<file path="src/rtl/axi_sram_slave.sv">
// axi_sram_slave: single-beat AXI-subset responder that drives a synchronous
// single-port SRAM. Only one transaction is in flight at a time. Writes take
// priority over reads in IDLE, so a read issued after a write to the same
// address always observes the written data.
module axi_sram_slave #(
  parameter int ADDR_W  = 32,
  parameter int DATA_W  = 64,
  parameter int ID_W    = 4,
  parameter int SRAM_AW = 10
) (
  input  logic              clk,
  input  logic              resetn,
  // write address channel
  input  logic [ID_W-1:0]   awid,
  input  logic [ADDR_W-1:0] awaddr,
  input  logic              awvalid,
  output logic              awready,
  // write data channel
  input  logic [DATA_W-1:0] wdata,
  input  logic [7:0]        wstrb,
  input  logic              wlast,
  input  logic              wvalid,
  output logic              wready,
  // write response channel
  output logic [ID_W-1:0]   bid,
  output logic [1:0]        bresp,
  output logic              bvalid,
  input  logic              bready,
  // read address channel
  input  logic [ID_W-1:0]   arid,
  input  logic [ADDR_W-1:0] araddr,
  input  logic              arvalid,
  output logic              arready,
  // read data channel
  output logic [ID_W-1:0]   rid,
  output logic [DATA_W-1:0] rdata,
  output logic [1:0]        rresp,
  output logic              rlast,
  output logic              rvalid,
  input  logic              rready,
  // SRAM port
  output logic              sram_en,
  output logic [7:0]        sram_we,
  output logic [SRAM_AW-1:0] sram_addr,
  output logic [DATA_W-1:0] sram_wdata,
  input  logic [DATA_W-1:0] sram_rdata
);

  typedef enum logic [2:0] {
    IDLE      = 3'd0,
    W_COLLECT = 3'd1,
    W_EXEC    = 3'd2,
    W_RESP    = 3'd3,
    R_ISSUE   = 3'd4,
    R_CAPT    = 3'd5,
    R_RESP    = 3'd6
  } state_t;

  localparam logic [1:0] RESP_OKAY   = 2'b00;
  localparam logic [1:0] RESP_SLVERR = 2'b10;

  // An address is legal only if every bit above the SRAM word range is zero.
  function automatic logic addr_legal(input logic [ADDR_W-1:0] a);
    return (a[ADDR_W-1:SRAM_AW+3] == {(ADDR_W-SRAM_AW-3){1'b0}});
  endfunction

  state_t              state_r, state_n;
  logic                aw_got_r, aw_got_n;
  logic                w_got_r, w_got_n;
  logic [ID_W-1:0]     awid_r, awid_n;
  logic [ADDR_W-1:0]   awaddr_r, awaddr_n;
  logic [DATA_W-1:0]   wdata_r, wdata_n;
  logic [7:0]          wstrb_r, wstrb_n;
  logic [ID_W-1:0]     arid_r, arid_n;
  logic [ADDR_W-1:0]   araddr_r, araddr_n;
  logic                arready_base_r;
  logic                aw_hs, w_hs, ar_hs, b_hs, r_hs;
  logic                wr_legal_n, rd_legal_n;
  logic                unused_wlast;

  // wlast is always 1 for single-beat bursts and carries no information.
  assign unused_wlast = wlast;

  // arready is the one output with a direct path from inputs: a pending write
  // in IDLE blocks the read so the write is served first.
  assign arready = arready_base_r & ~awvalid & ~wvalid;

  assign aw_hs = awvalid & awready;
  assign w_hs  = wvalid & wready;
  assign ar_hs = arvalid & arready;
  assign b_hs  = bvalid & bready;
  assign r_hs  = rvalid & rready;

  assign awid_n   = aw_hs ? awid   : awid_r;
  assign awaddr_n = aw_hs ? awaddr : awaddr_r;
  assign wdata_n  = w_hs  ? wdata  : wdata_r;
  assign wstrb_n  = w_hs  ? wstrb  : wstrb_r;
  assign arid_n   = ar_hs ? arid   : arid_r;
  assign araddr_n = ar_hs ? araddr : araddr_r;

  assign wr_legal_n = addr_legal(awaddr_n);
  assign rd_legal_n = addr_legal(araddr_n);

  // Next-state and channel-capture flag logic.
  always_comb begin
    state_n  = state_r;
    aw_got_n = aw_got_r;
    w_got_n  = w_got_r;
    case (state_r)
      IDLE: begin
        aw_got_n = aw_hs;
        w_got_n  = w_hs;
        if (aw_hs && w_hs) begin
          state_n = W_EXEC;
        end else if (aw_hs || w_hs) begin
          state_n = W_COLLECT;
        end else if (ar_hs) begin
          state_n = R_ISSUE;
        end else begin
          state_n = IDLE;
        end
      end
      W_COLLECT: begin
        aw_got_n = aw_got_r | aw_hs;
        w_got_n  = w_got_r | w_hs;
        if (aw_got_n && w_got_n) begin
          state_n = W_EXEC;
        end else begin
          state_n = W_COLLECT;
        end
      end
      W_EXEC:  state_n = W_RESP;
      W_RESP: begin
        if (b_hs) begin
          state_n = IDLE;
        end else begin
          state_n = W_RESP;
        end
      end
      R_ISSUE: state_n = R_CAPT;
      R_CAPT:  state_n = R_RESP;
      R_RESP: begin
        if (r_hs) begin
          state_n = IDLE;
        end else begin
          state_n = R_RESP;
        end
      end
      default: state_n = IDLE;
    endcase
  end

  // State, captured request fields and all registered outputs.
  always_ff @(posedge clk) begin
    if (!resetn) begin
      state_r        <= IDLE;
      aw_got_r       <= 1'b0;
      w_got_r        <= 1'b0;
      awid_r         <= '0;
      awaddr_r       <= '0;
      wdata_r        <= '0;
      wstrb_r        <= 8'h00;
      arid_r         <= '0;
      araddr_r       <= '0;
      arready_base_r <= 1'b0;
      awready        <= 1'b0;
      wready         <= 1'b0;
      bvalid         <= 1'b0;
      bid            <= '0;
      bresp          <= 2'b00;
      rvalid         <= 1'b0;
      rlast          <= 1'b0;
      rid            <= '0;
      rdata          <= '0;
      rresp          <= 2'b00;
      sram_en        <= 1'b0;
      sram_we        <= 8'h00;
      sram_addr      <= '0;
      sram_wdata     <= '0;
    end else begin
      state_r  <= state_n;
      aw_got_r <= aw_got_n;
      w_got_r  <= w_got_n;
      awid_r   <= awid_n;
      awaddr_r <= awaddr_n;
      wdata_r  <= wdata_n;
      wstrb_r  <= wstrb_n;
      arid_r   <= arid_n;
      araddr_r <= araddr_n;

      // Readies are decoded from the state being entered, so acceptance
      // resumes the cycle right after a response handshake.
      awready        <= (state_n == IDLE) || ((state_n == W_COLLECT) && !aw_got_n);
      wready         <= (state_n == IDLE) || ((state_n == W_COLLECT) && !w_got_n);
      arready_base_r <= (state_n == IDLE);

      // SRAM controls are valid during the W_EXEC / R_ISSUE cycle itself.
      sram_en <= ((state_n == W_EXEC) && wr_legal_n) || ((state_n == R_ISSUE) && rd_legal_n);
      sram_we <= ((state_n == W_EXEC) && wr_legal_n) ? wstrb_n : 8'h00;
      if (state_n == W_EXEC) begin
        sram_addr  <= awaddr_n[SRAM_AW+2:3];
        sram_wdata <= wdata_n;
      end else if (state_n == R_ISSUE) begin
        sram_addr  <= araddr_n[SRAM_AW+2:3];
      end

      // Write response: fields latched while executing, valid one cycle into
      // W_RESP and held until accepted.
      if (state_r == W_EXEC) begin
        bid   <= awid_r;
        bresp <= addr_legal(awaddr_r) ? RESP_OKAY : RESP_SLVERR;
      end
      bvalid <= (state_r == W_RESP) && !b_hs;

      // Read response: SRAM data arrives during R_CAPT; illegal reads return 0.
      if (state_r == R_CAPT) begin
        rdata <= addr_legal(araddr_r) ? sram_rdata : '0;
        rid   <= arid_r;
        rresp <= addr_legal(araddr_r) ? RESP_OKAY : RESP_SLVERR;
      end
      rvalid <= (state_r == R_RESP) && !r_hs;
      rlast  <= (state_r == R_RESP) && !r_hs;
    end
  end

endmodule

</file>
<file path="config.mk">
export PLATFORM = sky130hd
export DESIGN_NAME = axi_sram_slave
export DESIGN_NICKNAME = d
export VERILOG_FILES = /design/src/rtl/axi_sram_slave.sv
export SDC_FILE = /design/constraint.sdc
export NUM_CORES = 1
export LEC_CHECK = 0
export ABC_CLOCK_PERIOD_IN_PS = 3800
export CELL_PAD_IN_SITES_DETAIL_PLACEMENT = 0
export CELL_PAD_IN_SITES_GLOBAL_PLACEMENT = 1
export CORE_AREA = 8 8 155 215
export DETAILED_ROUTE_END_ITERATION = 12
export DIE_AREA = 0 0 163 223
export HOLD_SLACK_MARGIN = 0.05
export PLACE_DENSITY = 0.93
export SYNTH_ARGS = -nofsm -noshare
export SYNTH_HDL_FRONTEND = slang
export SYNTH_SLANG_ARGS = --single-unit
</file>
<file path="constraint.sdc">
create_clock -name clk -period 3.8 [get_ports clk]
set_input_delay 0.76 -clock clk [delete_from_list [all_inputs] [get_ports clk]]
set_output_delay 0.76 -clock clk [all_outputs]
set_load 0.05 [all_outputs]
</file>
# Word-level counts from Yosys, hierarchy flattened

Cells that the tools add are included.

Equality and inequality tests: 9
Multiplexer cells: 18
Bitwise operators: 11
Reduce and logical (&&, ||, !) cells: 24

Operators with widths:

| cell                                                                   | number |
|---|---|
| 64-bit 2-to-1 mux                                                      | 2 |
| 19-bit logical NOT                                                     | 4 |
| 32-bit 2-to-1 mux                                                      | 2 |
| 3-bit one-hot mux with 7 select lines                                  | 1 |
| 10-bit 2-to-1 mux                                                      | 2 |
| 3-bit equality test (second input constant)                            | 4 |
| 3-bit 2-to-1 mux                                                       | 4 |
| 3-bit by 2-bit equality test with 1-bit output (second input constant) | 3 |
| 1-bit logical AND                                                      | 8 |
| 2-bit 2-to-1 mux                                                       | 4 |
| 8-bit 2-to-1 mux                                                       | 1 |
| 1-bit AND                                                              | 7 |
| 3-bit by 1-bit equality test with 1-bit output (second input constant) | 2 |
| 3-bit logical NOT                                                      | 2 |
| 1-bit logical NOT                                                      | 4 |
| 1-bit logical OR                                                       | 4 |
| 1-bit one-hot mux with 2 select lines                                  | 2 |
| 1-bit inverter                                                         | 2 |
| 1-bit bitwise OR                                                       | 2 |
| 2-bit AND reduction                                                    | 1 |
| 2-bit nonzero test                                                     | 1 |

Register bits after elaboration: 313
Bits of input ports: 216
Output and inout port bits: 165
Logic and storage cells: 87

# Longest topological paths before layout

Depth in word-level cells: 11
Depth in mapped cells: 8
Gate-level depth less buffers: 5

# Worst setup path after synthesis

OpenSTA, ideal clock, no wires.

Path type: input to register
From: input port awvalid
To: register araddr_r[15]
Setup time: 70 ps
Arrival: 2819 ps
Data required time: 3730 ps
Path slack: 910 ps
Stages on the path: 6
Cells stage by stage: nor3b_1 and2_1 clkbuf_1 clkbuf_1 nand2_1 a21oi_1

Word-level cells in the longest chain between the ends: 5

RTL lines:

| element                 | RTL line | RTL |
|---|---|---|
| start: declaration      | 16       | `input logic awvalid,` |
| 1-bit inverter          | 86       | `assign arready = arready_base_r & ~awvalid & ~wvalid;` |
| 1-bit AND (2 in series) | 86       |  |
| 1-bit AND               | 90       | `assign ar_hs = arvalid & arready;` |
| 32-bit 2-to-1 mux       | 99       | `assign araddr_n = ar_hs ? araddr : araddr_r;` |
| end signal: assignment  | 189      | `araddr_r <= araddr_n;` |
| end: declaration        | 75       | `logic [ADDR_W-1:0] araddr_r, araddr_n;` |

Every way passes these cells.
A chain may end at the register's enable or synchronous reset.

# Worst setup path after layout

From: input port awvalid
To: output port arready

Word-level cells in the longest chain between the ends: 3

RTL lines:

| element                 | RTL line | RTL |
|---|---|---|
| 1-bit inverter          | 86       |  |
| 1-bit AND (2 in series) | 86       |  |
| end: declaration        | 33       | `output logic arready,` |

Every way passes these cells.

==> results.sh <==
export IMPL_status="complete, no violations"
export IMPL_rsz0062_at_grt="false"
export IMPL_syn_area_per_cell_um2=9.744
export IMPL_track_usage_pct=17.03
export IMPL_cts_buffers=29
export IMPL_cts_hold_buf=0
export IMPL_synth_area_um2=10680
export IMPL_synth_cell_type_count=44
export IMPL_synth_cells=1096
export IMPL_worstMarginPinSlew_ns=0.7858
export IMPL_syn_to_final_growth_pct=46.20
export IMPL_cts_setup_buffers=0
export IMPL_die_x_um=163
export IMPL_drt_pass1_iterations=5
export IMPL_worst_skew_pair_late_latency_ns=0.54
export IMPL_post_route_min_period_ns=3.188
export IMPL_endpoint_kind="output port"
export IMPL_critPathRequiredTime_ns=3.04
export IMPL_ys_warnings_count=0
export IMPL_multi_input_area_um2=4330
export IMPL_hp_class="reg -> reg"
export IMPL_cts_sinks=295
export IMPL_cts_resized=0
export IMPL_finalCritPeriodShare_pct=83.90
export IMPL_finalHoldViolations=0
export IMPL_ios=381
export IMPL_p_leak_nw=5.770
export IMPL_grt_pass1_wl_um=49650
export IMPL_slowest_delay_ns=0.85
export IMPL_cpMostUsedCell="clkdlybuf4s50_1"
export IMPL_arrival_ns=2.43
export IMPL_synth_async_reset_ratio_pct=0
export IMPL_seq_area_um2=5906
export IMPL_powerDensity_nw_per_um2=514.1
export IMPL_core_area_um2=30240
export IMPL_synth_top_cell_by_area="dfxtp_1"
export IMPL_vias=8966
export IMPL_worstPathCellList="clkdlybuf4s50_1 > nor3b_1 > clkdlybuf4s50_1"
export IMPL_fmax_mhz=313.7
export IMPL_first_global_vias=8989
export IMPL_cp_start_kind="input port"
export IMPL_setup_slack_ns=0.6118
export IMPL_root_buffer="clkbuf_16"
export IMPL_dp_final_hpwl_um=23770
export IMPL_gp_congestion=0.8244
export IMPL_worstPathMaxFanout=6
export IMPL_antenna_found_initial=3
export IMPL_maxCapViolCount=0
export IMPL_grt_max_degree=99
export IMPL_drt_wl_total_um=32520
export IMPL_ys_ff_latch=295
export IMPL_fillers=2757
export IMPL_critPathSlowestCell="clkdlybuf4s50_1"
export IMPL_antenna_left=0
export IMPL_synth_main_ff_cell="dfxtp_1"
export IMPL_final_core_util_pct=51.63
export IMPL_htree_levels=1
export IMPL_via_per_inst=4.878
export IMPL_critPathKind="in -> out"
export IMPL_routedWlPerCell_um=17.69
export IMPL_port_buffers=371
export IMPL_start_util_pct=35.32
export IMPL_setup_viol=0
export IMPL_grt_ovfl_total=0
export IMPL_slew_viol_final=0
export IMPL_peakVddDrop_mv=0.3639
export IMPL_fin_skew_ns=0.006846
export IMPL_cts_tree="yes"
export IMPL_rrSetupSlack_ns=1.46
export IMPL_drive_gt1_share_pct=9.059
export IMPL_drcViolationCount=0
export IMPL_num_rows=76
export IMPL_synth_edf_count=0
export IMPL_synth_area_leaders="dfxtp_1 (55%), nor2_1 (7.7%), mux2i_1 (7.7%), a211oi_2 (5.9%), a22oi_1 (4.5%)"
export IMPL_die_area_um2=36350
export IMPL_die_h_um=223
export IMPL_drt_iter0_drc=461
export IMPL_slew_headroom_pct=47.62
export IMPL_clk_path_buf_depth=3
export IMPL_path_clk_slew_ns=0.06
export IMPL_tns_ns=0
export IMPL_synth_top_area_share_pct=55.30
export IMPL_fin_nets=1642
export IMPL_ys_seq_area_share_pct=55.30
export IMPL_hold_slack_ns=0.4506
export IMPL_place_ws_ns=0.6294
==> worst max-delay path: cells and delay by family <==
kind	cells	cell delay [ns]
buffers and inverters	2	1.38
and+or+nand+nor	1	0.29
==> logic make-up after synthesis <==
kind of cell    synth area share [%]
compound gates                 16.64
mux                            7.686
other cells                  0.03512
flops                          55.30
simple gates                   15.91
buf+inv                        4.347
xor+xnor                     0.08203
==> path summary, 6_finish.rpt <==
path,startpoint,to,cells past startpoint
max,awvalid,arready,3
min,awid_r[0]$_SDFFE_PN0P_,bid[0]$_SDFFE_PN0P_,2
max reg2reg,state_r[0]$_SDFF_PN0_,rdata[43]$_SDFFE_PN0N_,6
min reg2reg,awid_r[0]$_SDFFE_PN0P_,bid[0]$_SDFFE_PN0P_,2
==> placed cells by master (no fill, tap or decap), types with 2 or more instances in the layout <==
cell type,n
buf_12,4
clkinv_2,7
a211oi_2,50
a211oi_1,14
nor4_2,8
conb_1,2
bufinv_16,3
or3_1,2
nand4_1,3
nor4_1,16
diode_2,2
and2_1,5
clkbuf_1,4
clkbuf_16,29
mux2i_1,82
nor3b_1,2
o21ai_0,9
a22oi_1,64
clkdlybuf4s50_1,371
nand2_1,123
buf_4,14
and3_1,2
a2bb2oi_1,10
clkbuf_8,7
a21oi_1,71
dfxtp_1,295
nor3_1,4
or4_1,2
nor2_1,219
==> sequential cells by signal (all words and copies together), names as in the netlist, 3 cells and up <==
signal	flops
wdata_r	64
wstrb_r	8
awid_r	4
sram_addr	10
arid_r	4
rdata	64
awaddr_r	29
state_r	3
sram_wdata	64
rid	4
sram_we	8
araddr_r	19
bid	4
==> layout make-up <==
| cell class | count | share of cell area (%) |
|---|---|---|
| Antenna cell | 2 | 0.03206 |
| Clock buffer | 40 | 5.361 |
| Clock inverter | 11 | 0.8495 |
| Inverter | 2 | 0.09617 |
| Multi-Input combinational cell | 709 | 27.74 |
| Sequential cell | 295 | 37.83 |
| Tap cell | 390 | 3.125 |
| Timing Repair Buffer | 389 | 24.97 |
==> report_power, final <==
group	leakage (nW)	switching, mW	internal (mW)	total (mW)
combinational	2.90	0.991	0.680	1.67
sequential	2.39	0.121	3.32	3.45
clock	0.482	1.18	1.73	2.91
total	5.77	2.29	5.74	8.03
==> stage by stage <==
stage	instance area [um^2]	power, mW	std cells
floorplan	10680	4.590	1097
global route	15610	8.383	1838
detailed placement	14640	5.199	1785
finish	15610	8.026	1838
CTS	15610	8.140	1836
global placement	14640	5.159	1785
==> per-layer routing <==
metal  vias up  routed length, um  track usage, %
li1       4428                  -               -
met2       272              16600           30.46
met5         -                 13               0
met1      4195              12220           18.15
met4         2               1330           7.953
met3        69               2359           4.593
==> Yosys cell counts (2+ instances only) <==
master / n
dfxtp_1: 295
and3_1: 2
a22oi_1: 64
a211oi_2: 50
o21ai_0: 9
a21oi_1: 71
nand4_1: 3
nand2_1: 125
or3_1: 2
buf_6: 6
nor4_1: 16
buf_4: 13
and2_1: 5
nor2_1: 220
buf_2: 17
or4_1: 2
mux2i_1: 82
nor3_1: 4
clkbuf_1: 55
nor4_2: 8
a2bb2oi_1: 10
nor3b_1: 2
a211oi_1: 14
Power figures use the tool's default switching activity.
